[src/rtl/cons.sv]
// cons: receive-side consumer for the prod val/data stream.
// Frames each burst (run of val=1), accumulates length/sum/max, and
// reports one done pulse per terminated burst together with protocol
// error flags (burst length, data range, preceding gap length).
module cons #(
  parameter int DW        = 8,
  parameter int LW        = 4,
  parameter int SW        = 12,
  parameter int MIN_BURST = 3,
  parameter int MAX_BURST = 5,
  parameter int MAX_DATA  = 5,
  parameter int MAX_GAP   = 4
) (
  input  logic          clk,
  input  logic          rst_b,
  input  logic          val,
  input  logic [DW-1:0] data,
  output logic          done,
  output logic [LW-1:0] burst_len,
  output logic [SW-1:0] burst_sum,
  output logic [DW-1:0] burst_max,
  output logic          err_len,
  output logic          err_data,
  output logic          err_gap,
  output logic [15:0]   burst_cnt,
  output logic          err_any
);

  typedef enum logic {IDLE, RECV} state_t;

  // Summary record latched on each burst termination.
  typedef struct packed {
    logic [LW-1:0] len;
    logic [SW-1:0] sum;
    logic [DW-1:0] max;
    logic          e_len;
    logic          e_data;
    logic          e_gap;
  } summ_t;

  localparam logic [LW-1:0] LEN_SAT   = '1;
  localparam logic [SW-1:0] SUM_SAT   = '1;
  localparam logic [LW-1:0] MIN_LEN_W = LW'(MIN_BURST);
  localparam logic [LW-1:0] MAX_LEN_W = LW'(MAX_BURST);
  localparam logic [LW-1:0] MAX_GAP_W = LW'(MAX_GAP);
  localparam logic [DW-1:0] MAX_DAT_W = DW'(MAX_DATA);

  state_t        state_q, state_d;
  logic [LW-1:0] acc_len_q, acc_len_d;
  logic [SW-1:0] acc_sum_q, acc_sum_d;
  logic [DW-1:0] acc_max_q, acc_max_d;
  logic          acc_derr_q, acc_derr_d;
  logic [LW-1:0] gap_cnt_q, gap_cnt_d;
  logic          gap_bad_q, gap_bad_d;
  logic          first_q, first_d;
  logic          done_q, done_d;
  summ_t         summ_q, summ_d;
  logic [15:0]   burst_cnt_q, burst_cnt_d;
  logic          err_any_q, err_any_d;

  // Datapath helpers; data is only meaningful when val=1.
  logic          data_big;
  logic [LW-1:0] len_inc;
  logic [LW-1:0] gap_inc;
  logic [SW:0]   sum_ext;
  logic [SW-1:0] sum_inc;
  logic [DW-1:0] max_upd;
  logic          len_bad;

  // Saturating increments, sum and running max for the accumulators.
  always_comb begin
    data_big = val && (data > MAX_DAT_W);
    len_inc  = (acc_len_q == LEN_SAT) ? LEN_SAT : acc_len_q + LW'(1);
    gap_inc  = (gap_cnt_q == LEN_SAT) ? LEN_SAT : gap_cnt_q + LW'(1);
    sum_ext  = {1'b0, acc_sum_q} + {{(SW+1-DW){1'b0}}, data};
    sum_inc  = sum_ext[SW] ? SUM_SAT : sum_ext[SW-1:0];
    max_upd  = (data > acc_max_q) ? data : acc_max_q;
    len_bad  = (acc_len_q < MIN_LEN_W) || (acc_len_q > MAX_LEN_W);
  end

  // Next-state and register-update logic for the two-state framer.
  always_comb begin
    state_d     = state_q;
    acc_len_d   = acc_len_q;
    acc_sum_d   = acc_sum_q;
    acc_max_d   = acc_max_q;
    acc_derr_d  = acc_derr_q;
    gap_cnt_d   = gap_cnt_q;
    gap_bad_d   = gap_bad_q;
    first_d     = first_q;
    done_d      = 1'b0;
    summ_d      = summ_q;
    burst_cnt_d = burst_cnt_q;
    err_any_d   = err_any_q;
    unique case (state_q)
      IDLE: begin
        if (val) begin
          state_d    = RECV;
          acc_len_d  = LW'(1);
          acc_sum_d  = {{(SW-DW){1'b0}}, data};
          acc_max_d  = data;
          acc_derr_d = data_big;
          // First burst after reset has no meaningful preceding gap.
          gap_bad_d  = (gap_cnt_q > MAX_GAP_W) && !first_q;
          first_d    = 1'b0;
        end else begin
          gap_cnt_d = gap_inc;
        end
      end
      RECV: begin
        if (val) begin
          acc_len_d  = len_inc;
          acc_sum_d  = sum_inc;
          acc_max_d  = max_upd;
          acc_derr_d = acc_derr_q | data_big;
        end else begin
          state_d       = IDLE;
          done_d        = 1'b1;
          summ_d.len    = acc_len_q;
          summ_d.sum    = acc_sum_q;
          summ_d.max    = acc_max_q;
          summ_d.e_len  = len_bad;
          summ_d.e_data = acc_derr_q;
          summ_d.e_gap  = gap_bad_q;
          burst_cnt_d   = burst_cnt_q + 16'd1;
          err_any_d     = err_any_q | len_bad | acc_derr_q | gap_bad_q;
          // The terminating val=0 cycle is the first cycle of the gap.
          gap_cnt_d     = LW'(1);
        end
      end
      default: state_d = IDLE;
    endcase
  end

  // State register with synchronous active-low reset.
  always_ff @(posedge clk) begin
    if (!rst_b) begin
      state_q     <= IDLE;
      acc_len_q   <= '0;
      acc_sum_q   <= '0;
      acc_max_q   <= '0;
      acc_derr_q  <= 1'b0;
      gap_cnt_q   <= '0;
      gap_bad_q   <= 1'b0;
      first_q     <= 1'b1;
      done_q      <= 1'b0;
      summ_q      <= '0;
      burst_cnt_q <= '0;
      err_any_q   <= 1'b0;
    end else begin
      state_q     <= state_d;
      acc_len_q   <= acc_len_d;
      acc_sum_q   <= acc_sum_d;
      acc_max_q   <= acc_max_d;
      acc_derr_q  <= acc_derr_d;
      gap_cnt_q   <= gap_cnt_d;
      gap_bad_q   <= gap_bad_d;
      first_q     <= first_d;
      done_q      <= done_d;
      summ_q      <= summ_d;
      burst_cnt_q <= burst_cnt_d;
      err_any_q   <= err_any_d;
    end
  end

  assign done      = done_q;
  assign burst_len = summ_q.len;
  assign burst_sum = summ_q.sum;
  assign burst_max = summ_q.max;
  assign err_len   = summ_q.e_len;
  assign err_data  = summ_q.e_data;
  assign err_gap   = summ_q.e_gap;
  assign burst_cnt = burst_cnt_q;
  assign err_any   = err_any_q;

endmodule

[config.mk]
export PLATFORM = sky130hd
export DESIGN_NAME = cons
export DESIGN_NICKNAME = d
export VERILOG_FILES = /design/src/rtl/cons.sv
export SDC_FILE = /design/constraint.sdc
export NUM_CORES = 1
export LEC_CHECK = 0
export ABC_AREA = 0
export BUFFER_PORTS_ARGS = -buffer_cell sky130_fd_sc_hd__buf_2
export CORE_MARGIN = 2
export CORE_UTILIZATION = 61
export CTS_CLUSTER_SIZE = 28
export DETAILED_ROUTE_END_ITERATION = 16
export PLACE_DENSITY_LB_ADDON = 0.1
export RECOVER_POWER = 100
export REMOVE_ABC_BUFFERS = 1
export SLEW_MARGIN = 20
export SYNTH_ARGS = -nofsm -noshare
export SYNTH_HDL_FRONTEND = slang
export SYNTH_SLANG_ARGS = --single-unit
[constraint.sdc]
create_clock -name clk -period 4.18 [get_ports clk]
set_input_delay 0.836 -clock clk [delete_from_list [all_inputs] [get_ports clk]]
set_output_delay 0.836 -clock clk [all_outputs]
set_load 0.02 [all_outputs]
==> flow_summary.json <==
{
  "grt_start_max_net_pins": 49,
  "violations": "max-capacitance violations, max-slew violations",
  "n_antenna_cell": 0,
  "hp-class": "flip-flop to flip-flop",
  "synthTopCellsByArea": "dfxtp_1, nand2_1, ha_1, a21oi_1, o21ai_0",
  "cp_slowest_cell": "inv_1",
  "relSlewSlack_pct": -1.79,
  "crit_fanout": 48,
  "cp.required_ns": 4.36,
  "ys_seq_area_share_pct": 41.9,
  "yosys_warnings": 0,
  "timing.final.crit_share_pct": 75.6,
  "crit_chain": "clkbuf_1 > inv_1 > clkbuf_1 > o31ai_1",
  "yosysMostFrequentCell": "dfxtp_1",
  "synth_edf_count": 0,
  "avgRoutedWirePerCell_um": 14.2,
  "place.port_buffers": 55,
  "initial_core_util_pct": 62.5,
  "cts_htree_levels": 3,
  "maxCapViolCount": 1,
  "critPathTopFamily": "buffers and inverters",
  "cellLeakagePower_nw": 1.48,
  "clock_latency_ns": 0.34,
  "cts_hold_buf": 0,
  "path_buf_inv": 3,
  "nets": 528,
  "cts_made_buffers": 9,
  "synthCells": 449,
  "first_global_vias": 2879,
  "drc": 0,
  "drv_slew": 49,
  "fp.dieArea_mm2": 0.00666,
  "synth_top_area_share_pct": 41.9,
  "syn2layout_area_growth_pct": 10.6,
  "cp_data_arrival_time_ns": 3.34,
  "fin_crit_ns": 3.16,
  "post_cts_buffers": 0,
  "via_count": 3293,
  "drive_gt1_share_pct": 6.24,
  "syn_avg_cell_area_um2": 8.19,
  "cts_tree": "built",
  "setup.worst_path.start_class": "input pin",
  "fp.dieW_um": 81.6,
  "cts.path.max_buffers": 2,
  "rsz0062_at_grt": "no",
  "synth_seq_cells": 77,
  "yosys.area.top_type": "dfxtp_1",
  "status": "finished with violations",
  "max_freq_mhz": 317,
  "drtAntennaViolNets": 0,
  "grt_use_total_pct": 25.7,
  "grt_pass1_wl_mm": 13.2,
  "design.core.area_mm2": 0.00589,
  "clockRootBuffer": "clkbuf_8",
  "gr-total-overflow": 0,
  "critical_path_class": "input pin to flip-flop",
  "synthTopCellsByCount": "dfxtp_1, nand2_1, a21oi_1",
  "ctsResizeCount": 0,
  "max_stage_delay_ns": 1.23,
  "vdd_drop_max_mv": 0.306,
  "setup_violations": 0,
  "dp_hpwl_mm": 5.60,
  "synthArstFlopShare_pct": 0,
  "first_pass_iters": 4,
  "numClockSinks": 77,
  "fin_area_mm2": 0.00407,
  "setup_tns_ns": 0,
  "die_height_um": 81.6,
  "pin_count": 56,
  "path_clk_slew_ns": 0.07,
  "syn_area_mm2": 0.00368,
  "antenna_found_initial": 0,
  "tightestPinTransition_ns": 1.53,
  "dr.first_iter.drc_count": 166,
  "hold_viol_final": 0,
  "routed_wl_mm": 8.13,
  "place_congestion": 0.868,
  "path_common_cell": "clkbuf_1",
  "synth_flop_cell": "dfxtp_1",
  "p_per_area_mw_per_mm2": 366,
  "rows": 28,
  "synth_cell_type_count": 47,
  "crit_path_end_kind": "flip-flop",
  "vias_per_cell": 5.76,
  "fin_skew_ns": 0.00692,
  "placed_area_mm2": 0.00396
}
metal layers:
layer | global-route usage, % | wire, um
met5 | 0 | 0
met4 | 10.5 | 145
met3 | 4.73 | 344
met2 | 43.9 | 3970
met1 | 32.0 | 3670
stage by stage:
stage	setup slack, ns	hold slack (ns)	utilization [%]	cells	power [W]
floorplan	1.18	0.423	-	426	0.000907
global placement	1.30	0.431	67.3	558	0.000956
detailed placement	1.24	0.438	67.3	558	0.000963
CTS	1.59	0.449	70.5	572	0.00150
global route	0.836	0.469	69.1	572	0.00156
finish	1.02	0.450	69.1	572	0.00149
layout by cell type, fill, tap and decap left out, types with 2 or more instances in the layout:
master,synthesis,layout
xor2_1,10,10
nor3_1,6,7
a31o_2,2,2
a31oi_1,13,13
ha_1,22,22
xnor2_1,6,6
o21ai_0,27,28
o31ai_1,8,8
clkbuf_8,0,10
nand2_1,74,74
nand2b_1,3,3
dfxtp_1,77,77
a211oi_1,10,11
nor2b_1,7,6
clkbuf_1,17,48
nand3_1,18,18
inv_1,24,24
or3_1,3,3
nand4_1,6,6
and4_1,3,3
and3_1,3,3
a21oi_1,49,50
nor2_1,33,33
clkinvlp_4,0,2
buf_2,2,8
worst paths after layout:
path,start,endpoint,slack [ns],cells after the start
max reg2reg,acc_sum_q[0],acc_sum_q[8],1.66,9
max,rst_b,acc_max_q[7],1.02,4
min,first_q,first_q,0.45,2
min reg2reg,first_q,first_q,0.45,2
final cells by class:
class | count | area [um2]
inverter | 25 | 93.8
clock inverter | 4 | 50.0
fill | 537 | 1820
tap | 75 | 93.8
timing repair buffer | 57 | 228
sequential | 77 | 1540
clock buffer | 10 | 138
multi-input combinational | 324 | 1920
flip-flops by register name, summed over array words and instances, names as in the netlist, 4 cells and up:
name       flops
burst_cnt     16
burst_max      8
acc_len_q      4
acc_sum_q     12
gap_cnt_q      4
acc_max_q      8
burst_len      4
burst_sum     12
cells by family (layout without fill, tap and decap cells):
group	after synthesis	after routing	synth area share, %
buffers and inverters	48	96	5.38
adders and majority gates	23	23	8.03
and+or+nand+nor	164	164	20.8
AOI/OAI and AO/OA	121	121	20.0
DFF	77	77	41.9
xor gates and xnor gates	16	16	3.81
power by group:
group	internal (W)	leakage, nW	switching (W)
clock network	0.000284	0.0902	0.000260
registers	0.000755	0.626	0.0000187
logic	0.0000597	0.767	0.000110
worst min-delay path, cell delays in order (launching register included):
cell and delay [ns]:
dfxtp_1 0.31, nand2_1 0.05, nand2_1 0.04
(Power assumes the default switching activity.)
